## src/rtl/mc_pkg.sv

```systemverilog
// Shared types and encodings for the multi-cycle MIPS-subset controller.
package mc_pkg;

  typedef enum logic [3:0] {
    IDLE     = 4'd0,
    FETCH    = 4'd1,
    DECODE   = 4'd2,
    EXEC_R   = 4'd3,
    WB_R     = 4'd4,
    EXEC_I   = 4'd5,
    WB_I     = 4'd6,
    MEM_ADDR = 4'd7,
    MEM_RD   = 4'd8,
    WB_MEM   = 4'd9,
    MEM_WR   = 4'd10,
    BRANCH   = 4'd11,
    JUMP     = 4'd12,
    TRAP     = 4'd13
  } state_t;

  localparam logic [5:0] OP_RTYPE = 6'b000000;
  localparam logic [5:0] OP_ORI   = 6'b001101;
  localparam logic [5:0] OP_LW    = 6'b100011;
  localparam logic [5:0] OP_SW    = 6'b101011;
  localparam logic [5:0] OP_BEQ   = 6'b000100;
  localparam logic [5:0] OP_J     = 6'b000010;

  localparam logic [2:0] ALU_ADD   = 3'b000;
  localparam logic [2:0] ALU_SUB   = 3'b001;
  localparam logic [2:0] ALU_OR    = 3'b010;
  localparam logic [2:0] ALU_FUNCT = 3'b100;

  localparam logic [1:0] SRCB_RT     = 2'b00;
  localparam logic [1:0] SRCB_FOUR   = 2'b01;
  localparam logic [1:0] SRCB_IMM    = 2'b10;
  localparam logic [1:0] SRCB_IMM_SH = 2'b11;

  localparam logic [1:0] PCSRC_ALU    = 2'b00;
  localparam logic [1:0] PCSRC_ALUOUT = 2'b01;
  localparam logic [1:0] PCSRC_JUMP   = 2'b10;

  function automatic logic is_mem_state(state_t s);
    return (s == FETCH) || (s == MEM_RD) || (s == MEM_WR);
  endfunction

endpackage

```

## src/rtl/mc_wait_timer.sv

```systemverilog
// Memory wait counter; flags a timeout when the limit is hit
// with no ack in the same cycle.
module mc_wait_timer #(
  parameter int MEM_WAIT_MAX = 15,
  parameter int CNT_W        = 8
) (
  input  logic clk,
  input  logic rst_n,
  input  logic clr,
  input  logic req,
  input  logic ack,
  output logic timeout
);

  localparam logic [CNT_W-1:0] LAST = CNT_W'(MEM_WAIT_MAX - 1);

  logic [CNT_W-1:0] cnt;

  // timeout fires on the stall that would take the count to the limit
  assign timeout = req & ~ack & (cnt == LAST);

  always_ff @(posedge clk or negedge rst_n) begin
    if (!rst_n) begin
      cnt <= '0;
    end else if (clr) begin
      cnt <= '0;
    end else if (req & ~ack) begin
      cnt <= cnt + 1'b1;
    end
  end

endmodule

```

## src/rtl/multicycle_control.sv

```systemverilog
// Moore main controller for the multi-cycle MIPS-subset CPU.
// Optional perf counters via MC_PERF_CNT_EN.
module multicycle_control
  import mc_pkg::*;
#(
  parameter int MEM_WAIT_MAX = 15,
  parameter int CNT_W        = 8
) (
  input  logic        clk,
  input  logic        rst_n,
  input  logic [5:0]  OP,
  input  logic        zero,
  input  logic        mem_ack,
  output logic        mem_req,
  output logic        mem_write,
  output logic        IorD,
  output logic        ir_write,
  output logic        pc_write,
  output logic        pc_write_cond,
  output logic [1:0]  pc_source,
  output logic        ALUsrcA,
  output logic [1:0]  ALUsrcB,
  output logic [2:0]  ALUop,
  output logic        extop,
  output logic        reg_write,
  output logic        reg_dst,
  output logic        mem_to_reg,
  output logic        fault,
  output logic [3:0]  state
`ifdef MC_PERF_CNT_EN
  ,
  output logic [31:0] cyc_cnt,
  output logic [31:0] instr_cnt
`endif
);

  state_t cur, nxt;
  logic   timeout;
  logic   clr;
  logic   zero_unused;

  // zero is consumed by the datapath through pc_write_cond
  assign zero_unused = zero;
  assign state = cur;
  assign clr = is_mem_state(nxt) && (nxt != cur);

  mc_wait_timer #(
    .MEM_WAIT_MAX(MEM_WAIT_MAX),
    .CNT_W(CNT_W)
  ) u_timer (
    .clk(clk),
    .rst_n(rst_n),
    .clr(clr),
    .req(mem_req),
    .ack(mem_ack),
    .timeout(timeout)
  );

  always_ff @(posedge clk or negedge rst_n) begin
    if (!rst_n) cur <= IDLE;
    else        cur <= nxt;
  end

  always_comb begin
    nxt = cur;
    unique case (cur)
      IDLE:   nxt = FETCH;
      FETCH: begin
        if (mem_ack)      nxt = DECODE;
        else if (timeout) nxt = TRAP;
      end
      DECODE: begin
        unique case (1'b1)
          (OP == OP_RTYPE):               nxt = EXEC_R;
          (OP == OP_ORI):                 nxt = EXEC_I;
          (OP == OP_LW) || (OP == OP_SW): nxt = MEM_ADDR;
          (OP == OP_BEQ):                 nxt = BRANCH;
          (OP == OP_J):                   nxt = JUMP;
          default:                        nxt = TRAP;
        endcase
      end
      EXEC_R:   nxt = WB_R;
      WB_R:     nxt = FETCH;
      EXEC_I:   nxt = WB_I;
      WB_I:     nxt = FETCH;
      MEM_ADDR: nxt = (OP == OP_LW) ? MEM_RD : MEM_WR;
      MEM_RD: begin
        if (mem_ack)      nxt = WB_MEM;
        else if (timeout) nxt = TRAP;
      end
      WB_MEM:   nxt = FETCH;
      MEM_WR: begin
        if (mem_ack)      nxt = FETCH;
        else if (timeout) nxt = TRAP;
      end
      BRANCH:   nxt = FETCH;
      JUMP:     nxt = FETCH;
      default:  nxt = TRAP;
    endcase
  end

  always_comb begin
    mem_req       = 1'b0;
    mem_write     = 1'b0;
    IorD          = 1'b0;
    ir_write      = 1'b0;
    pc_write      = 1'b0;
    pc_write_cond = 1'b0;
    pc_source     = PCSRC_ALU;
    ALUsrcA       = 1'b0;
    ALUsrcB       = SRCB_RT;
    ALUop         = ALU_ADD;
    extop         = 1'b0;
    reg_write     = 1'b0;
    reg_dst       = 1'b0;
    mem_to_reg    = 1'b0;
    fault         = 1'b0;
    unique case (cur)
      FETCH: begin
        mem_req  = 1'b1;
        ir_write = 1'b1;
        pc_write = 1'b1;
        ALUsrcB  = SRCB_FOUR;
      end
      DECODE: begin
        ALUsrcB = SRCB_IMM_SH;
        extop   = 1'b1;
      end
      EXEC_R: begin
        ALUsrcA = 1'b1;
        ALUop   = ALU_FUNCT;
      end
      WB_R: begin
        reg_dst   = 1'b1;
        reg_write = 1'b1;
      end
      EXEC_I: begin
        ALUsrcA = 1'b1;
        ALUsrcB = SRCB_IMM;
        ALUop   = ALU_OR;
      end
      WB_I: reg_write = 1'b1;
      MEM_ADDR: begin
        ALUsrcA = 1'b1;
        ALUsrcB = SRCB_IMM;
        extop   = 1'b1;
      end
      MEM_RD: begin
        mem_req = 1'b1;
        IorD    = 1'b1;
      end
      WB_MEM: begin
        mem_to_reg = 1'b1;
        reg_write  = 1'b1;
      end
      MEM_WR: begin
        mem_req   = 1'b1;
        mem_write = 1'b1;
        IorD      = 1'b1;
      end
      BRANCH: begin
        ALUsrcA       = 1'b1;
        ALUop         = ALU_SUB;
        pc_write_cond = 1'b1;
        pc_source     = PCSRC_ALUOUT;
      end
      JUMP: begin
        pc_write  = 1'b1;
        pc_source = PCSRC_JUMP;
      end
      TRAP:    fault = 1'b1;
      default: ;
    endcase
  end

`ifdef MC_PERF_CNT_EN
  always_ff @(posedge clk or negedge rst_n) begin
    if (!rst_n) begin
      cyc_cnt   <= '0;
      instr_cnt <= '0;
    end else begin
      if (cur != IDLE && cur != TRAP)
        cyc_cnt <= cyc_cnt + 32'd1;
      if (nxt == FETCH && cur != FETCH && cur != IDLE)
        instr_cnt <= instr_cnt + 32'd1;
    end
  end
`else
  // perf counters not built
`endif

endmodule

```

## config.mk

```make
export PLATFORM = sky130hd
export DESIGN_NAME = multicycle_control
export DESIGN_NICKNAME = d
export VERILOG_FILES = /design/src/rtl/mc_pkg.sv /design/src/rtl/mc_wait_timer.sv /design/src/rtl/multicycle_control.sv
export SDC_FILE = /design/constraint.sdc
export NUM_CORES = 1
export LEC_CHECK = 0
export BUFFER_PORTS_ARGS = -buffer_cell sky130_fd_sc_hd__buf_2
export CAP_MARGIN = 20
export CORE_MARGIN = 4
export CORE_UTILIZATION = 35
export CTS_BUF_LIST = sky130_fd_sc_hd__clkbuf_8
export DETAILED_ROUTE_END_ITERATION = 16
export PLACE_DENSITY = 0.62
export SYNTH_ARGS = -nofsm -noshare
export SYNTH_HDL_FRONTEND = slang
export SYNTH_SLANG_ARGS = --single-unit
```

## constraint.sdc

```tcl
create_clock -name clk -period 3.6 [get_ports clk]
set_clock_uncertainty 0.15 [all_clocks]
set_input_delay 0.72 -clock clk [delete_from_list [all_inputs] [get_ports clk]]
set_output_delay 0.72 -clock clk [all_outputs]
set_load 0.005 [all_outputs]
```

# --- After elaboration in Yosys (flattened, before gate mapping) ---
# Cells that the tools add are included.
op_classes:
  magnitude_cmp: 0
  n_addsub: 1
  bitwise: 3
  eq_ne: 23
  div_mod_pow: 0
  shifts: 0
  reduce_logical: 15
  muxes: 24
  n_mul: 0
op_table:
  columns: ["operator", "count"]
  rows:
  - ["== test 4 bit, second input constant", 8]
  - ["one-hot mux 4 bit (8 select lines)", 1]
  - ["one-hot mux 4 bit (5 select lines)", 1]
  - ["== test 4 x 3 -> 1 bit, second input constant", 4]
  - ["two-way mux 4 bit", 4]
  - ["two-way mux 8 bit", 2]
  - ["== test 6 bit, second input constant", 2]
  - ["two-way mux 1 bit", 12]
  - ["one-hot mux 3 bit (3 select lines)", 1]
  - ["adder 8 x 1 -> 8 bit, second input constant", 1]
  - ["== test 4 x 1 -> 1 bit, second input constant", 2]
  - ["== test 4 x 2 -> 1 bit, second input constant", 2]
  - ["== test 8 x 4 -> 1 bit, second input constant", 1]
  - ["OR reduction 2 bit", 4]
  - ["== test 6 x 2 -> 1 bit, second input constant", 1]
  - ["== test 6 x 3 -> 1 bit, second input constant", 1]
  - ["== test 6 x 4 -> 1 bit, second input constant", 1]
  - ["logical NOT 6 bit", 1]
  - ["one-hot mux 2 bit (3 select lines)", 1]
  - ["OR reduction 3 bit", 2]
  - ["OR reduction 6 bit", 1]
  - ["logical NOT 4 bit", 1]
  - ["!= test 4 bit", 1]
  - ["one-hot mux 2 bit (2 select lines)", 1]
  - ["other kinds (7)", 10]
totals:
  regBits: 12
  inputBits: 10
  ram_bits: 0
  latchBits: 0
  wordCells: 68
  rom_bits: 0
  n_memories: 0
  output_inout_bits: 23

# --- Depth between registers and ports, before layout ---
depth:
  word_depth: 13
  mapped_depth: 8
  depth_no_buf: 8

# --- Hierarchy ---
# A second synthesis with hierarchy kept.
unflattened:
  hier_cells: 126
  hier_area_um2: 1044.8
modules_own_cells:
  columns: ["module", "area_each_um2", "seq_area_each_um2", "instances", "cells_each"]
  rows:
  - ["multicycle_control", 609.3, 100.1, 1, 82]
  - ["mc_wait_timer", 435.4, 200.2, 1, 44]

# --- Least setup slack after synthesis ---
# Ideal clock, no wire load.
synth_timing:
  path_kind: "input to register"
  start: "in OP[2]"
  end: "reg u_timer.cnt[1]"
  path_slack_ns: 0.765
  path_buffers: 0
  setup_time_ns: 0.139
  cell_stages: 6
  arrival_ns: 2.546
  required_time_ns: 3.311
  cell_sequence: "nand4b_1 -> o31a_1 -> a2111o_1 -> or4b_4 -> a211oi_4 -> a211oi_1"
synth_via:
  elab_chain_len: 9
  word_cells_on_any_way: 19
  classes_between: "eq/ne: 9; mux: 4; reduce/logical: 6"
synth_rtl:
  columns: ["element", "line_no", "rtl"]
  rows:
  - ["start, declared", "multicycle_control.sv:11", "input logic [5:0] OP,"]
  - ["== test 6 bit (on tied branches)", "multicycle_control.sv:76, multicycle_control.sv:86", null]
  - ["logical OR 1 bit", "multicycle_control.sv:76", "(OP == OP_LW) || (OP == OP_SW): nxt = MEM_ADDR;"]
  - ["one-hot mux 4 bit (5 select lines)", "multicycle_control.sv:73", "unique case (1'b1)"]
  - ["one-hot mux 4 bit (8 select lines) (*)", "multicycle_control.sv:66", "unique case (cur)"]
  - ["net nxt[1]", "multicycle_control.sv:37", "state_t cur, nxt;"]
  - ["== test 4 x 1 -> 1 bit / == test 4 bit (equally long branches)", "mc_pkg.sv:43", "return (s == FETCH) || (s == MEM_RD) || (s == MEM_WR);"]
  - ["logical OR 1 bit (2 in series)", "mc_pkg.sv:43", null]
  - ["logical AND 1 bit (*)", "multicycle_control.sv:45", "assign clr = is_mem_state(nxt) && (nxt != cur);"]
  - ["two-way mux 8 bit / nonzero test 2 bit (equally long branches)", null, null]
  - ["end signal, assigned", "mc_wait_timer.sv:28", "cnt <= cnt + 1'b1;"]
  - ["end, declared", "mc_wait_timer.sv:17", "logic [CNT_W-1:0] cnt;"]
# The timed path passes the listed nets; every way through them passes the cells marked *.
# A chain may end at the register's enable or synchronous reset.

# --- Worst setup path after layout ---
layout_timing:
  start: "reg cur[0], in the netlist state[0]"
  end: "reg u_timer.cnt[1]"
layout_via:
  elab_chain_len: 13
  word_cells_on_any_way: 32
  classes_between: "eq/ne: 16; mux: 7; bitwise: 2; reduce/logical: 7"
layout_rtl:
  columns: ["element", "line_no", "rtl"]
  rows:
  - ["start, declared", "multicycle_control.sv:37", null]
  - ["start signal, assigned", "multicycle_control.sv:61", "else cur <= nxt;"]
  - ["== test 4 x 1 -> 1 bit / == test 4 bit (equally long branches)", "multicycle_control.sv:66, multicycle_control.sv:118", null]
  - ["OR reduction 3 bit (no source line)", null, null]
  - ["two-way mux 1 bit", "multicycle_control.sv:118", "unique case (cur)"]
  - ["bitwise AND 1 bit (2 in series)", "mc_wait_timer.sv:20", "assign timeout = req & ~ack & (cnt == LAST);"]
  - ["two-way mux 4 bit", "multicycle_control.sv:70, multicycle_control.sv:89, multicycle_control.sv:94", null]
  - ["two-way mux 4 bit (on tied branches)", "multicycle_control.sv:93, multicycle_control.sv:69, multicycle_control.sv:88", null]
  - ["one-hot mux 4 bit (8 select lines) (*)", "multicycle_control.sv:66", null]
  - ["net nxt[0]", "multicycle_control.sv:37", null]
  - ["== test 4 x 1 -> 1 bit / == test 4 bit (equally long branches)", "mc_pkg.sv:43", null]
  - ["logical OR 1 bit (2 in series)", "mc_pkg.sv:43", null]
  - ["logical AND 1 bit (*)", "multicycle_control.sv:45", null]
  - ["two-way mux 8 bit / nonzero test 2 bit (equally long branches)", null, null]
# Marked as above.

==> metrics.csv <==
stage,metric,value,unit
outcome,outcome,completed,
logic_synthesis,Syn Inst Count,123,
timing,RSZ-0062 raised after global routing,no,
clocking,TritonCTS clock tree,yes,
clocking,CTS Buffer Depth,2,
clocking,CTS sink count,12,
logic_synthesis,yosys warns,0,
global_route,GRT Overall Usage,13.0,%
route,vias after detailed routing,1010,
global_route,largest net degree at the start of global routing,23,
global_route,vias in the first global route,889,
hold_path,Worst Hold Class,in2async,
route,final wirelength,2390,um
timing,fin. max-slew vios,0,
logic_synthesis,ys async rst share,100,%
clocking,H-tree Lvls,1,
clocking,Post-CTS Setup Inserts,0,
timing,worst rel slew slack,57.5,%
route,"antenna viol nets, final",0,
logic_synthesis,Yosys reg bits,12,
final_layout,Synth-to-Final Area Change,21.3,%
worst_setup_path,worst path buffer plus inverter count,0,
timing,max frequency,343,MHz
route,Initial DRC Count,70,
final_layout,"commonest non-fill, non-tap cell in the layout",buf_2,
route,Pre-Repair DR Iteration Count,4,
logic_synthesis,Post-synth EDFFs,0,
logic_synthesis,register area share after synthesis,29.7,%
placement,Buffers on Ports,31,
route,# DRC,0,
pwr,VDD IR max,0.400,mV
logic_synthesis,simple-gate area share of the yosys netlist,36.7,%
logic_synthesis,Post-Syn Area,0.00101,mm2
worst_setup_path,r2r setup slk,0.69,ns
timing,worst-margin pin slew,0.638,ns
clocking,Worst-Skew Late Latency,0.24,ns
worst_setup_path,Crit. Startpoint,state[0]$_DFF_PN0_,
clocking,hold_buf cts,0,
worst_setup_path,RR Startpoint,state[0]$_DFF_PN0_,
pwr,pwr dens,750,mW/mm2
worst_setup_path,Crit path max-delay family,simple AND/OR/NAND/NOR gates,
placement,Final GP Congestion,0.807,
worst_setup_path,Crit. End Element,flop,
logic_synthesis,syn_area_per_cell,8.23,um2
job,MaxCap Viol Count,0,
worst_setup_path,r2r endpoint,u_timer.cnt[1]$_DFFE_PN0P_,
logic_synthesis,multiplexer share of the synthesized area,0,%
worst_setup_path,critical path startpoint category,flop,
worst_setup_path,FF-to-FF path depth,6,
floorplanning,Die ar.,0.00382,mm2
pwr,Design Power,0.000921,W
worst_setup_path,Critical-path top delay cell,or4b_1,
timing,Tcrit/Tclk final,81.0,%
placement,Post-DP HPWL,1790,um
global_route,total grt overflow,0,
clocking,CTS resizes,0,
logic_synthesis,Synth Area in Compound Gates,18.3,%
logic_synthesis,Adder-Cell Fraction of Synth Area,2.47,%
clocking,CTS Buf Count,3,
worst_setup_path,CP cell instances,or4b_1 > nor4b_1 > nor3_1 > o21bai_1 > a211oi_4 > a211oi_1,
logic_synthesis,Main synth FF type,dfrtp_1,
pwr,static leakage,0.594,nW
floorplanning,core box area,0.00276,mm2
logic_synthesis,syn nets,135,
floorplanning,starting density of the core,36.7,%
logic_synthesis,largest family of logic cells by synthesized area,simple AND/OR/NAND/NOR gates,
timing,Setup TNS,0,ns
final_layout,most frequent cells in the layout,"31 x buf_2, 18 x nor2_1, 12 x dfrtp_1",
logic_synthesis,synth unique cells,43,
final_layout,Filler Cell Count,267,
worst_setup_path,Crit Path Category,reg2reg,
floorplanning,Die H,61.8,um
timing,min Tclk post-route,2.91,ns
final_layout,nets@finish,163,
final_layout,diode count,0,
worst_setup_path,Crit path largest cell delay,0.67,ns
global_route,initial antenna violation count,0,
clocking,Clock transition at path regs,0.05,ns
floorplanning,placement row count,19,
route,Vias/cell,5.58,
floorplanning,Die W,61.8,um
worst_setup_path,Max Fanout on Critical Path,22,
worst_setup_path,critical path arrival,2.87,ns
timing,final setup vio count,0,
route,WL/cell,13.2,um
final_layout,fraction of layout cells with a size suffix above 1,29.3,%
floorplanning,Ports,33,
global_route,first-pass GRT wire length,3720,um
worst_setup_path,Required @ worst endpoint,3.55,ns
timing,final hold vios,0,
clocking,clock root cell,clkbuf_8,
logic_synthesis,XOR/XNOR Fraction of Synth Area,6.92,%
## registers in the layout, indices dropped and copies added (netlist names)
register / flops
state: 4
u_timer.cnt: 8
## cell usage after synthesis, types with 2 or more instances
library cell / n / area (um2)
a2111oi_0: 2 / 17.5
a211oi_1: 3 / 22.5
a21oi_1: 4 / 20.0
and3_1: 2 / 12.5
buf_2: 2 / 10.0
buf_4: 2 / 15.0
clkbuf_1: 5 / 18.8
dfrtp_1: 12 / 300
ha_1: 2 / 25.0
inv_1: 3 / 11.3
nand2_1: 4 / 15.0
nand2b_1: 7 / 43.8
nand4_1: 4 / 25.0
nand4b_1: 2 / 17.5
nor2_1: 18 / 67.6
nor3_1: 9 / 45.0
nor4b_1: 2 / 17.5
o21a_1: 2 / 15.0
o21ai_0: 3 / 15.0
o22ai_1: 3 / 18.8
or2_2: 3 / 18.8
or4_1: 2 / 15.0
xor2_1: 7 / 61.3
## metal layers
| layer | up-vias | GRT usage, % | share of wire (%) |
|---|---|---|---|
| met5 | - | 0 | 0 |
| met4 | 0 | 5.45 | 1.5 |
| met3 | 4 | 2.48 | 9.0 |
| met2 | 36 | 22.6 | 47 |
| met1 | 468 | 15.6 | 43 |
| li1 | 502 | - | - |
## worst max path at each step
stage          cells after the start                          to  slack [ns]
4_1_cts                            6  u_timer.cnt[1]$_DFFE_PN0P_        0.67
3_3_place_gp                       7  u_timer.cnt[1]$_DFFE_PN0P_        0.40
2_1_floorplan                      6  u_timer.cnt[1]$_DFFE_PN0P_        0.77
3_5_place_dp                       7  u_timer.cnt[1]$_DFFE_PN0P_        0.44
6_report                           6  u_timer.cnt[1]$_DFFE_PN0P_        0.69
5_1_grt                            6  u_timer.cnt[1]$_DFFE_PN0P_        0.53
## through the flow
stage               setup slack, ns  std cells  hold WS, ns  instance area, um2  util (%)
floorplan                     0.765        123        0.274                1010         -
global placement              0.403        177        0.376                1170      42.5
detailed placement            0.440        177        0.383                1170      42.5
CTS                           0.673        181        0.200                1230      44.5
global route                  0.531        181        0.212                1230      44.5
finish                        0.686        181        0.195                1230      44.5
## power breakdown
group          internal [W]  switching, W
registers          0.000167     0.0000924
logic              0.000254      0.000263
clock network     0.0000964     0.0000477
total              0.000518      0.000403
## area by class of cell
cell class	count	area, um2	area share (%)
Inverter	3	11.3	0.917
Multi-Input combinational cell	98	652	53.1
Timing Repair Buffer	33	170	13.9
Sequential cell	12	300	24.5
Clock buffer	4	55.1	4.49
Tap cell	31	38.8	3.16
## cell families after synthesis
group	after synthesis
buffers and inverters	13
AOI/OAI and AO/OA	24
DFF	12
adders and majority gates	2
xor gates and xnor gates	8
and+or+nand+nor	64
(Power assumes the default switching activity.)
